**src/rtl/imem_loader.sv**
```systemverilog
// Boot-time instruction-memory loader: packs a little-endian byte stream into 32-bit words
// and writes them to IMEM while holding the CPU. Define LOADER_CHECKSUM_EN for a trailing checksum.
module imem_loader #(
    parameter int unsigned DEPTH_WORDS = 128,
    parameter int unsigned AW          = 9
) (
    input  logic          clk_i,
    input  logic          reset_i,
    input  logic          start_i,
    input  logic          rx_valid_i,
    input  logic [7:0]    rx_data_i,
    input  logic          rx_last_i,
    output logic          rx_ready_o,
    output logic          imem_we_o,
    output logic [AW-1:0] imem_addr_o,
    output logic [31:0]   imem_wdata_o,
    output logic          cpu_hold_o,
    output logic          busy_o,
    output logic          done_o,
    output logic          error_o,
    output logic [15:0]   word_count_o
);

    // One extra code so the index can sit at DEPTH_WORDS and flag overflow.
    localparam int unsigned WiW = $clog2(DEPTH_WORDS + 1);

`ifdef LOADER_CHECKSUM_EN
    typedef enum logic [2:0] {StIdle, StCollect, StWrite, StCheck, StErr} state_e;
`else
    typedef enum logic [2:0] {StIdle, StCollect, StWrite, StErr} state_e;
`endif

    state_e         state_q, state_d;
    logic [1:0]     byte_idx_q, byte_idx_d;
    logic [WiW-1:0] word_idx_q, word_idx_d;
    logic [31:0]    word_buf_q, word_buf_d;
    logic           last_q, last_d;
    logic [AW-1:0]  addr_q, addr_d;
    logic [31:0]    wdata_q, wdata_d;
    logic           hold_q, hold_d;
    logic           done_q, done_d;
    logic           err_q, err_d;
    logic [15:0]    count_q, count_d;
`ifdef LOADER_CHECKSUM_EN
    logic [7:0]     sum_q, sum_d;
`endif

    logic [31:0]    word_asm;

    always_comb begin
        word_asm = word_buf_q;
        word_asm[{byte_idx_q, 3'b000} +: 8] = rx_data_i;
    end

    always_comb begin
        state_d    = state_q;
        byte_idx_d = byte_idx_q;
        word_idx_d = word_idx_q;
        word_buf_d = word_buf_q;
        last_d     = last_q;
        addr_d     = addr_q;
        wdata_d    = wdata_q;
        hold_d     = hold_q;
        done_d     = done_q;
        err_d      = err_q;
        count_d    = count_q;
`ifdef LOADER_CHECKSUM_EN
        sum_d      = sum_q;
`endif
        rx_ready_o = 1'b0;
        imem_we_o  = 1'b0;

        unique case (state_q)
            StIdle, StErr: begin
                if (start_i) begin
                    state_d    = StCollect;
                    byte_idx_d = '0;
                    word_idx_d = '0;
                    word_buf_d = '0;
                    last_d     = 1'b0;
                    count_d    = '0;
                    done_d     = 1'b0;
                    err_d      = 1'b0;
                    hold_d     = 1'b1;
`ifdef LOADER_CHECKSUM_EN
                    sum_d      = '0;
`endif
                end
            end

            StCollect: begin
                rx_ready_o = 1'b1;
                if (rx_valid_i) begin
`ifdef LOADER_CHECKSUM_EN
                    sum_d = sum_q + rx_data_i;
`endif
                    if (byte_idx_q == 2'd3 || rx_last_i) begin
                        if (word_idx_q == WiW'(DEPTH_WORDS)) begin
                            state_d = StErr;
                            err_d   = 1'b1;
                        end else begin
                            state_d = StWrite;
                            addr_d  = AW'({word_idx_q, 2'b00});
                            wdata_d = word_asm;
                            last_d  = rx_last_i;
                        end
                    end else begin
                        word_buf_d = word_asm;
                        byte_idx_d = byte_idx_q + 2'd1;
                    end
                end
            end

            StWrite: begin
                imem_we_o = 1'b1;
                count_d   = count_q + 16'd1;
                if (last_q) begin
`ifdef LOADER_CHECKSUM_EN
                    state_d = StCheck;
`else
                    state_d = StIdle;
                    done_d  = 1'b1;
                    hold_d  = 1'b0;
`endif
                end else begin
                    state_d    = StCollect;
                    word_idx_d = word_idx_q + 1'b1;
                    byte_idx_d = '0;
                    word_buf_d = '0;
                end
            end

`ifdef LOADER_CHECKSUM_EN
            StCheck: begin
                rx_ready_o = 1'b1;
                if (rx_valid_i) begin
                    if (8'(sum_q + rx_data_i) == 8'd0) begin
                        state_d = StIdle;
                        done_d  = 1'b1;
                        hold_d  = 1'b0;
                    end else begin
                        state_d = StErr;
                        err_d   = 1'b1;
                    end
                end
            end
`endif

            default: state_d = StIdle;
        endcase
    end

    always_comb begin
        busy_o = (state_q == StCollect) || (state_q == StWrite);
`ifdef LOADER_CHECKSUM_EN
        busy_o = busy_o || (state_q == StCheck);
`endif
    end

    always_ff @(posedge clk_i or posedge reset_i) begin
        if (reset_i) begin
            state_q    <= StIdle;
            byte_idx_q <= '0;
            word_idx_q <= '0;
            word_buf_q <= '0;
            last_q     <= 1'b0;
            addr_q     <= '0;
            wdata_q    <= '0;
            hold_q     <= 1'b0;
            done_q     <= 1'b0;
            err_q      <= 1'b0;
            count_q    <= '0;
`ifdef LOADER_CHECKSUM_EN
            sum_q      <= '0;
`endif
        end else begin
            state_q    <= state_d;
            byte_idx_q <= byte_idx_d;
            word_idx_q <= word_idx_d;
            word_buf_q <= word_buf_d;
            last_q     <= last_d;
            addr_q     <= addr_d;
            wdata_q    <= wdata_d;
            hold_q     <= hold_d;
            done_q     <= done_d;
            err_q      <= err_d;
            count_q    <= count_d;
`ifdef LOADER_CHECKSUM_EN
            sum_q      <= sum_d;
`endif
        end
    end

    assign imem_addr_o  = addr_q;
    assign imem_wdata_o = wdata_q;
    assign cpu_hold_o   = hold_q;
    assign done_o       = done_q;
    assign error_o      = err_q;
    assign word_count_o = count_q;

endmodule

```
**config.mk**
```make
export PLATFORM = sky130hd
export DESIGN_NAME = imem_loader
export DESIGN_NICKNAME = d
export VERILOG_FILES = /design/src/rtl/imem_loader.sv
export SDC_FILE = /design/constraint.sdc
export NUM_CORES = 1
export LEC_CHECK = 0
export ABC_CLOCK_PERIOD_IN_PS = 8750
export CORE_UTILIZATION = 40
export CTS_BUF_LIST = sky130_fd_sc_hd__clkbuf_16
export DETAILED_ROUTE_END_ITERATION = 10
export PLACE_DENSITY_LB_ADDON = 0.25
export SYNTH_ARGS = -nofsm -noshare
export SYNTH_HDL_FRONTEND = slang
export SYNTH_SLANG_ARGS = --single-unit
```
**constraint.sdc**
```tcl
create_clock -name clk_i -period 8.75 [get_ports clk_i]
set_input_delay 2.1875 -clock clk_i [delete_from_list [all_inputs] [get_ports clk_i]]
set_output_delay 2.1875 -clock clk_i [all_outputs]
set_load 0.05 [all_outputs]
```
Word-level counts from Yosys, hierarchy flattened
Index checks and enable logic that the tools add are counted.
{"block": "classes", "n_eq_ne": 13, "mux": 38, "shift": 2, "n_bitwise": 1, "reduce_logical": 15, "add_sub_neg": 4}
{"operator": "2-to-1 mux 32 bit", "count": 4}
{"operator": "case mux 32 bit (3 select lines)", "count": 1}
{"operator": "bitwise mux 32 bit", "count": 1}
{"operator": "case mux 16 bit (2 select lines)", "count": 1}
{"operator": "variable shift 8 x 7 -> 32 bit (first input constant)", "count": 1}
{"operator": "variable part select 8 x 7 -> 32 bit", "count": 1}
{"operator": "adder 16 x 1 -> 16 bit (second input constant)", "count": 1}
{"operator": "2-to-1 mux 16 bit", "count": 1}
{"operator": "2-to-1 mux 8 bit", "count": 2}
{"operator": "!= test 2 bit (second input constant)", "count": 8}
{"operator": "case mux 8 bit (2 select lines)", "count": 1}
{"operator": "AND reduction 5 bit", "count": 3}
{"operator": "2-to-1 mux 1 bit", "count": 14}
{"operator": "2-to-1 mux 3 bit", "count": 3}
{"operator": "case mux 3 bit (3 select lines)", "count": 1}
{"operator": "AND reduction 3 bit", "count": 3}
{"operator": "adder 8 x 1 -> 8 bit (second input constant)", "count": 1}
{"operator": "== test 8 bit (second input constant)", "count": 1}
{"operator": "2-to-1 mux 2 bit", "count": 4}
{"operator": "case mux 1 bit (2 select lines)", "count": 4}
{"operator": "negator 5 -> 7 bit", "count": 1}
{"operator": "== test 3 x 2 -> 1 bit (second input constant)", "count": 2}
{"operator": "case mux 2 bit (3 select lines)", "count": 1}
{"operator": "AND reduction 4 bit", "count": 1}
{"operator": "10 further kinds", "count": 12}
{"block": "totals", "ff_bits": 104, "in_bits": 13, "elab_cells": 84}

Depth between registers and ports, before layout
Gate-level depths: netlist (run 1).
{"block": "depth", "depth_word": 6, "ltp_mapped": 9, "mapped_depth_nobuf": 6}

Least setup slack after synthesis (run 1)
Ideal clock, no wire load.
{"block": "synth_timing", "kind": "register to output", "startpoint": "register state_q[0]", "endpoint": "output port busy_o", "slack_ns": 5.433, "path_stages_with_launch": 5, "arrival_time_ns": 1.129, "cell_sequence": "dfrtp_1 > inv_1 > ha_1 > buf_4 > inv_1"}
{"block": "synth_between", "elab_chain_len": 2, "word_cells_on_any_way": 3, "classes_between": "2 x eq/ne; 1 x reduce/logical"}
{"element": "start, declared", "line_no": "33", "source": "state_e state_q, state_d;"}
{"element": "start signal, assigned", "line_no": "162", "source": "state_q <= StIdle;"}
{"element": "start signal, assigned", "line_no": "177", "source": "state_q <= state_d;"}
{"element": "== test 3 x 1 -> 1 bit or == test 3 x 2 -> 1 bit (tied branches)", "line_no": "154", "source": "busy_o = (state_q == StCollect) || (state_q == StWrite);"}
{"element": "logical OR 1 bit *", "line_no": "154"}
{"element": "end, declared", "line_no": "18", "source": "output logic busy_o,"}
Mark *: on every way between the ends. The rest lies on a longest branch, timed or not.

Worst setup path after layout (run 1)
{"block": "layout_timing", "startpoint": "register state_q[0]", "endpoint": "output port imem_we_o"}
{"block": "layout_between", "elab_chain_len": 2}
{"element": "== test 3 x 2 -> 1 bit", "line_no": "73", "source": "unique case (state_q)"}
{"element": "2-to-1 mux 1 bit", "line_no": "73"}
{"element": "end, declared", "line_no": "14", "source": "output logic imem_we_o,"}
Every way passes these cells.

==> results of run 1 <==
## per-stage QoR
| stage | util [%] | total power [uW] |
|---|---|---|
| 2_1_floorplan | - | 1327 |
| 3_3_place_gp | 47.65 | 1599 |
| 3_5_place_dp | 47.65 | 1615 |
| 4_1_cts | 50.24 | 2045 |
| 5_1_grt | 50.24 | 2142 |
| 6_report | 50.24 | 2027 |
## path summary, 6_finish.rpt
check	from	end	slack, ns
hold reg to reg	imem_addr_o[3]$_DFFE_PP0P_	imem_addr_o[3]$_DFFE_PP0P_	0.49
setup / recovery	state_q[0]$_DFFE_PP0P_	imem_we_o	4.33
hold / removal	imem_addr_o[3]$_DFFE_PP0P_	imem_addr_o[3]$_DFFE_PP0P_	0.49
min in group asynchronous	reset_i	imem_wdata_o[24]$_DFFE_PP0P_	2.22
max in group asynchronous	reset_i	imem_addr_o[3]$_DFFE_PP0P_	5.30
setup reg to reg	state_q[1]$_DFFE_PP0P_	imem_addr_o[5]$_DFFE_PP0P_	5.88
## placed cells by master (no fill, tap or decap), drive strengths merged, types with 5 or more instances in the layout
cell	netlist	layout
o21ai	10	10
inv	11	12
a22o	36	36
clkdlybuf4s50	0	73
nor3	6	6
xor2	5	5
nor2b	36	36
xnor2	6	6
nand4	7	7
dfrtp	103	103
mux2	8	8
a21oi	81	81
buf	27	5
nand2	18	18
nand3	8	8
ha	11	11
clkbuf	9	9
nor2	57	57
## state kept, by name, indices dropped and copies added, names as in the netlist
name and cells:
word_buf_q 32, done_o 1, error_o 1, state_q 2, imem_wdata_o 32, byte_idx_q 2, word_count_o 16, imem_addr_o 7
last_q 1, word_idx_q 8, cpu_hold_o 1
## report_power, final
part	internal [uW]	switching (uW)	leakage, uW
Sequential	586	72.6	0.00136
Clock	249	178	0.000151
Combinational	304	636	0.00111
Total	1140	887	0.00262
## area by class of cell
class / count / area (sq um) / share of cell area (%)
Clock buffer: 9 / 225.2 / 3.748
Clock inverter: 6 / 85.08 / 1.416
Inverter: 11 / 43.79 / 0.7287
Multi-Input combinational cell: 341 / 2126 / 35.37
Sequential cell: 103 / 2577 / 42.89
Tap cell: 147 / 183.9 / 3.061
Timing Repair Buffer: 78 / 768.2 / 12.78
## routing by layer
| layer | vias up | global-route usage, % |
|---|---|---|
| met4 | 0 | 4.089 |
| met5 | - | 0 |
| met1 | 1840 | 25.90 |
| met3 | 8 | 5.303 |
| li1 | 1832 | - |
| met2 | 94 | 31.44 |
## cell families (layout without fill, tap and decap cells)
group / after synthesis / count (layout) / share of synthesized area (%)
flip-flops: 103 / 103 / 52.51
AND/OR/NAND/NOR: 161 / 161 / 17.18
AO/OA/AOI/OAI: 146 / 146 / 18.97
adder cells (fa/ha/maj): 11 / 11 / 2.804
buffers and inverters: 47 / 104 / 4.257
other: 1 / 2 / 0.07640
XOR/XNOR: 11 / 11 / 1.963
multiplexers: 10 / 10 / 2.243
==> metrics.cfg, run 1 <==
[run_status]
outcome=complete, no violations

[clock_network]
ctsLongestPathBuffers=2
tritoncts.num_buffers=9
cts_hold_buffers=0
postCtsResizedCells=0
ctsRootBufferMaster=clkbuf_16
tritoncts_num_sinks=103
htree_levels=3
clock_insertion_delay_worst_skew_ns=0.35
cts_setup_buffers=0
cts_tree=yes
clkSlewWorstSetupHoldPaths_ns=0.07

[place]
postPlaceCellArea_sq_um=5699
io_buffer_count=73
cell_count_after_placement=680
place.gp.congestion=0.7901
post-dp-hpwl_um=7655
dp_worst_setup_slack_ns=4.051

[synthesis]
synth.top_cells.by_count=dfrtp_1 (103), a21oi_1 (81), nor2_1 (57)
synth_flop_cell=dfrtp_1
synth_area_sq_um=4908
post_synth.cell_area_avg_sq_um=10.02
async_flop_share_pct=100.0
synthMostInstantiatedCell=dfrtp_1
synth_area_leader_cell=dfrtp_1
syn-instance-count=490
synth_top_cells_by_area=dfrtp_1 (53%), a21oi_1 (8.3%), a22o_1 (6.4%)
yosys.area.top_type_share_pct=52.51
synth.ff_latch_count=103
synth_cell_types=52
synth_enable_flop_cells=0
yosys_warnings=0
synth-seq-area-share_pct=52.51

[floorplan]
design.core.area_sq_um=11960
die_area_sq_um=12720
number_of_placed_i_o_pins=76
start_util_pct=41.04
die_w_um=112.8
die-height_um=112.8
std_cell_rows=40

[power]
power.ir.vdd_worst_v=0.0001148
power_density_nw_per_um2=337.2
power.leakage_uw=0.002616

[global_route]
global_route.overflow_total=0
global_route.usage.total_pct=19.33
first_global_vias=3735
antenna_found_initial=0
grt_first_pass_wirelength_um=19460
grt_max_degree=66

[worst_hold_path]
hold_class=reg2reg
worstHoldPathCells=1

[timing]
report.final.setup_viol=0
slew_headroom_pct=44.97
worst_slew_pin_slew_ns=0.8255
finalWorstSetupSlack_ns=4.329
unrepaired_setup_endpoints_after_global_routing=false
fin_crit_sh_pct=50.53
setup-tns-final_ns=0
min_period_ns=4.421
hold_ws_ns=0.4921
hold_viol=0
max_slew_vio_count=0
fmaxAchievable_ghz=0.2262
fin_worst_skew_ns=0.008395

[drt]
wire_per_inst_um=16.39
dr_vias_cell=5.430
num_vias=3774
route.met2.wl_um=5448
firstDrtPassIters=4
ant_nets=0
remaining_drc_errors=0
wirelength_um=11390
drt-met1-wl_um=5307
drtIter0Drc=207
wl_met3_um=539
route.top_layer_used=met4

[setup_path]
critical_path.cell_chain=inv_1 > ha_1 > clkdlybuf4s50_1
cp.arrival_ns=2.23
critical_path.endpoint_type=output port
critPathMaxFanout=15
critPathSlowestCell=clkdlybuf4s50_1
criticalPathCategory=reg2out
cp_slowest_stage_delay_ns=0.91
worst-path-buf-inv=2
worst_r2r_path_depth=6
worst_ep_required_time_ns=6.56
path_depth=3
cpLargestDelayFamily=buffers and inverters
critical_path_startpoint_category=flip-flop

[cells_and_area]
final-instance-count-excl-fill=695
diodes=0
syn2layout_area_growth_pct=22.43
layout-drive-gt1-share_pct=5.474
fin_nets=568
count_of_filler_cells_inserted_in_the_layout=1122
layout.cell_area.non_filler_sq_um=6010

[run]
drv_cap=0

(Power assumes the default switching activity.)
==> run 2, diff against run 1 <==
--- a/config.mk
+++ b/config.mk
@@ -5,7 +5,7 @@
 export SDC_FILE = /design/constraint.sdc
 export NUM_CORES = 1
 export LEC_CHECK = 0
-export ABC_CLOCK_PERIOD_IN_PS = 8750
+export ABC_CLOCK_PERIOD_IN_PS = 3950
 export CORE_UTILIZATION = 40
 export CTS_BUF_LIST = sky130_fd_sc_hd__clkbuf_16
 export DETAILED_ROUTE_END_ITERATION = 10
==> constraint.sdc (replaced) <==
create_clock -name clk_i -period 3.95 [get_ports clk_i]
set_input_delay 0.9875 -clock clk_i [delete_from_list [all_inputs] [get_ports clk_i]]
set_output_delay 0.9875 -clock clk_i [all_outputs]
set_load 0.05 [all_outputs]
==> run 2 against run 1 <==
Total power rose by 120%. Flip-flop and latch count did not move. Worst hold slack got worse by 0.0090 ns. Clock-buffer cell count did not move. Critical path depth unchanged. First-iteration DRC count grew 5.3%. Highest routed layer unchanged.
==> metrics.cfg, run 2 (synthesis results as in run 1) <==
[run_status]
outcome=complete, no violations

[drt]
remaining_drc_errors=0
num_vias=3877
ant_nets=0
firstDrtPassIters=4
dr_vias_cell=5.554
wirelength_um=11450
wire_per_inst_um=16.41
drtIter0Drc=218

[setup_path]
worst-path-buf-inv=2
cp.arrival_ns=2.20
critical_path.cell_chain=inv_1 > ha_1 > clkdlybuf4s50_1
critical_path.endpoint_type=output port
worst_ep_required_time_ns=2.96
cp_slowest_stage_delay_ns=0.91
critPathSlowestCell=clkdlybuf4s50_1
criticalPathCategory=reg2out
critPathMaxFanout=15
critical_path_startpoint_category=flip-flop
cpLargestDelayFamily=buffers and inverters

[timing]
fin_crit_sh_pct=80.82
hold_viol=0
max_slew_vio_count=0
fin_worst_skew_ns=0.01105
worst_slew_pin_slew_ns=0.8032
fmaxAchievable_ghz=0.3133
setup-tns-final_ns=0
report.final.setup_viol=0
slew_headroom_pct=46.26
finalWorstSetupSlack_ns=0.7577
unrepaired_setup_endpoints_after_global_routing=false
min_period_ns=3.192
hold_ws_ns=0.4831

[clock_network]
clock_insertion_delay_worst_skew_ns=0.36
tritoncts_num_sinks=103
postCtsResizedCells=0
cts_tree=yes
ctsRootBufferMaster=clkbuf_16
cts_setup_buffers=0
ctsLongestPathBuffers=2
clkSlewWorstSetupHoldPaths_ns=0.06
tritoncts.num_buffers=9
htree_levels=3
cts_hold_buffers=0

[cells_and_area]
layout.cells.most_common_list=dfrtp_1 (103), a21oi_1 (81), clkdlybuf4s50_1 (73)
syn2layout_area_growth_pct=22.87
diodes=0
count_of_filler_cells_inserted_in_the_layout=1085
fin_nets=570
layout-drive-gt1-share_pct=6.352
final-instance-count-excl-fill=698
layout.cells.most_common=dfrtp_1

[power]
internal_power_uw=2473
clock_network_fraction_of_total_power_pct=20.4
pwr-share-seq_pct=32.8
power_density_nw_per_um2=740.1
switchingPower_uw=1990
combinationalPowerShare_pct=46.8
power.leakage_uw=0.002624
netSwitchingFraction_pct=44.58
power.ir.vdd_worst_v=0.0003348

[place]
post-dp-hpwl_um=7805
dp_worst_setup_slack_ns=0.9065
cell_count_after_placement=682
io_buffer_count=73
place.gp.congestion=0.7926

[floorplan]
design.core.area_sq_um=11960
std_cell_rows=40
start_util_pct=41.04
die_area_sq_um=12720
die_w_um=112.8
die-height_um=112.8
number_of_placed_i_o_pins=76

[global_route]
global_route.usage.total_pct=19.08
antenna_found_initial=0
global_route.overflow_total=0
grt_first_pass_wirelength_um=18860
grt_max_degree=49
first_global_vias=3715

[worst_hold_path]
hold_class=reg2reg

[run]
drv_cap=0

## run 2: power groups by stage
stage,sequential [uW],clock [uW],combinational [uW]
after floorplan,2110,0,832
after global placement,1480,0,2070
after detailed placement,1490,0,2090
after CTS,1470,937,2100
after global routing,1500,969,2240
final,1460,910,2090
## run 2: metrics by stage
| stage | util, % | cell area [sq um] | power, uW |
|---|---|---|---|
| 4_1_cts | 50.42 | 6031 | 4506 |
| 2_1_floorplan | - | 4912 | 2938 |
| 6_report | 50.42 | 6031 | 4463 |
| 5_1_grt | 50.42 | 6031 | 4708 |
| 3_3_place_gp | 47.88 | 5727 | 3548 |
| 3_5_place_dp | 47.88 | 5727 | 3581 |
## run 2: worst paths after layout
kind                                       startpoint                      endpoint  slack [ns]  cells after the start
setup / recovery               state_q[0]$_DFFE_PP0P_                     imem_we_o        0.76                      3
hold / removal             imem_addr_o[2]$_DFFE_PP0P_    imem_addr_o[2]$_DFFE_PP0P_        0.48                      1
setup reg to reg            byte_idx_q[0]$_DFFE_PP0P_     word_buf_q[9]$_DFFE_PP0P_        1.43                      6
hold reg to reg            imem_addr_o[2]$_DFFE_PP0P_    imem_addr_o[2]$_DFFE_PP0P_        0.48                      1
max in group asynchronous                     reset_i   word_count_o[2]$_DFFE_PP0P_        2.18                      3
min in group asynchronous                     reset_i  imem_wdata_o[20]$_DFFE_PP0P_        1.04                      2
## run 2: layout make-up
type / count / area, sq um / area share (%)
clock buffers: 9 / 225.2 / 3.734
clock inverters: 7 / 78.83 / 1.307
inverters: 11 / 43.79 / 0.7261
multi-input cells: 341 / 2126 / 35.25
flip-flops and latches: 103 / 2577 / 42.74
well taps: 147 / 183.9 / 3.050
repair buffers: 80 / 795.8 / 13.20
## run 2: per-layer routing
layer | GRT usage (%) | vias to the layer above | part of all wire [%]
met5 | 0 | - | 0
met1 | 24.66 | 1940 | 46
met4 | 5.422 | 0 | 1.1
met2 | 31.23 | 90 | 49
li1 | - | 1837 | -
met3 | 5.570 | 10 | 4.5
==> run 3, diff against run 2 <==
--- a/config.mk
+++ b/config.mk
@@ -5,7 +5,7 @@
 export SDC_FILE = /design/constraint.sdc
 export NUM_CORES = 1
 export LEC_CHECK = 0
-export ABC_CLOCK_PERIOD_IN_PS = 3950
+export ABC_CLOCK_PERIOD_IN_PS = 3200
 export CORE_UTILIZATION = 40
 export CTS_BUF_LIST = sky130_fd_sc_hd__clkbuf_16
 export DETAILED_ROUTE_END_ITERATION = 10
==> constraint.sdc (replaced) <==
create_clock -name clk_i -period 3.2 [get_ports clk_i]
set_input_delay 0.8 -clock clk_i [delete_from_list [all_inputs] [get_ports clk_i]]
set_output_delay 0.8 -clock clk_i [all_outputs]
set_load 0.05 [all_outputs]
==> run 3 against run 2 <==
First-iteration DRC count is 15% lower. Critical path depth stayed put. Global-route usage is 0.69 points higher. Core utilization is 0.23 points higher. Sequential power is 24% higher. Die area stayed put. Clock-buffer cell count stayed put. Combinational power is 23% higher. Worst setup slack worse by 0.54 ns. Critical path type unchanged. Largest power group unchanged. Highest routed layer unchanged.
==> metrics.cfg, run 3 (synthesis results as in run 1) <==
[timing]
unrepaired_setup_endpoints_after_global_routing=false
worst_slew_pin_slew_ns=0.6250
min_period_ns=2.987
slew_headroom_pct=58.18
fin_worst_skew_ns=0.008801
fmaxAchievable_ghz=0.3348
fin_crit_sh_pct=93.34
max_slew_vio_count=0
setup-tns-final_ns=0
hold_viol=0
report.final.setup_viol=0

[run]
drv_cap=0

[cells_and_area]
final-instance-count-excl-fill=700
layout.cells.most_common=dfrtp_1
register_area_sq_um=2577
final_core_utilization_pct=50.65
fin_nets=572
layout-drive-gt1-share_pct=6.329
syn2layout_area_growth_pct=23.43
layout.cell_area.non_filler_sq_um=6058
layout.cells.most_common_list=dfrtp_1 (103), a21oi_1 (81), clkdlybuf4s50_1 (73)
count_of_filler_cells_inserted_in_the_layout=1169
multiInputGateArea_sq_um=2126
diodes=0

[place]
post-dp-hpwl_um=7746
io_buffer_count=73
place.gp.congestion=0.7873
cell_count_after_placement=684
postPlaceCellArea_sq_um=5743

[clock_network]
cts_tree=yes
postCtsResizedCells=0
ctsRootBufferMaster=clkbuf_16
tritoncts.num_buffers=9
htree_levels=3
cts_hold_buffers=0
ctsLongestPathBuffers=2
tritoncts_num_sinks=103
clkSlewWorstSetupHoldPaths_ns=0.06
clock_insertion_delay_worst_skew_ns=0.35
cts_setup_buffers=0

[setup_path]
critPathSlowestCell=clkdlybuf4s50_1
reg2reg_setup_slack_ns=0.70
timing.critical_path.from=state_q[1]$_DFFE_PP0P_
cp.arrival_ns=2.19
critical_path.endpoint_type=output port
worst_ep_required_time_ns=2.40
endpoint=rx_ready_o
criticalPathCategory=reg2out
critical_path_startpoint_category=flip-flop
critical_path.cell_chain=inv_1 > ha_1 > clkdlybuf4s50_1
critPathMaxFanout=13
worst_r2r_startpoint=byte_idx_q[0]$_DFFE_PP0P_
cp_slowest_stage_delay_ns=0.92
reg2reg_to=word_buf_q[11]$_DFFE_PP0P_
worst_r2r_path_depth=6

[floorplan]
die_w_um=112.8
std_cell_rows=40
number_of_placed_i_o_pins=76
die_area_sq_um=12720
die-height_um=112.8
design.core.area_sq_um=11960
start_util_pct=41.04

[global_route]
global_route.usage.total_pct=19.77
grt_max_degree=104
grt_first_pass_wirelength_um=19430
antenna_found_initial=0
global_route.overflow_total=0
first_global_vias=3766

[power]
power.leakage_uw=0.002648
power.ir.vdd_worst_v=0.0003815
power_density_nw_per_um2=919.9

[drt]
firstDrtPassIters=6
wirelength_um=11580
remaining_drc_errors=0
num_vias=3821
ant_nets=0
dr_vias_cell=5.459
wire_per_inst_um=16.54
drtIter0Drc=185

[worst_hold_path]
hold_class=reg2reg

[run_status]
outcome=complete, no violations

## run 3: per-stage QoR
stage	hold slack (ns)	power (uW)	setup slack (ns)
detailed placement	0.4757	4426	0.3906
floorplan	0.4582	3628	0.9554
CTS	0.4966	5620	0.1995
global placement	0.4750	4389	0.4547
finish	0.4913	5573	0.2132
global route	0.5047	5873	0.1163
## run 3: layout make-up
cell class | instances | area share, %
sequential | 103 | 42.54
multi-input combinational | 341 | 35.09
timing repair buffer | 82 | 13.38
clock buffer | 9 | 3.717
tap | 147 | 3.036
clock inverter | 7 | 1.487
inverter | 11 | 0.7435
## run 3: layer usage
metal | vias up | track usage, % | routed length [um]
met5 | - | 0 | 0
met4 | 0 | 7.644 | 214
met1 | 1880 | 26.13 | 5447
met3 | 13 | 4.124 | 396
li1 | 1841 | - | -
met2 | 87 | 31.98 | 5522
## run 3: critical path, delay by kind of cell, from the launching register on
kind,cells,cell delay [ns]
buffers and inverters,2,0.98
adders and majority gates,1,0.45
DFF,1,0.40
## run 3: worst min-delay path by stage
stage                     cells past startpoint                    endpoint                       start  slack (ns)
final                                         1  imem_addr_o[4]$_DFFE_PP0P_  imem_addr_o[4]$_DFFE_PP0P_        0.49
after global routing                          1  imem_addr_o[4]$_DFFE_PP0P_  imem_addr_o[4]$_DFFE_PP0P_        0.50
after CTS                                     1  word_buf_q[26]$_DFFE_PP0P_  word_buf_q[26]$_DFFE_PP0P_        0.50
after detailed placement                      1  word_buf_q[23]$_DFFE_PP0P_  word_buf_q[23]$_DFFE_PP0P_        0.48
after global placement                        1  word_buf_q[17]$_DFFE_PP0P_  word_buf_q[17]$_DFFE_PP0P_        0.48
after floorplan                               1   word_buf_q[0]$_DFFE_PP0P_   word_buf_q[0]$_DFFE_PP0P_        0.46
## run 3: report_power, final
part | switching, uW | internal, uW | leakage, uW
clock network | 501 | 682 | 0.000162
registers | 205 | 1600 | 0.00136
logic | 1740 | 846 | 0.00113
total | 2440 | 3130 | 0.00265
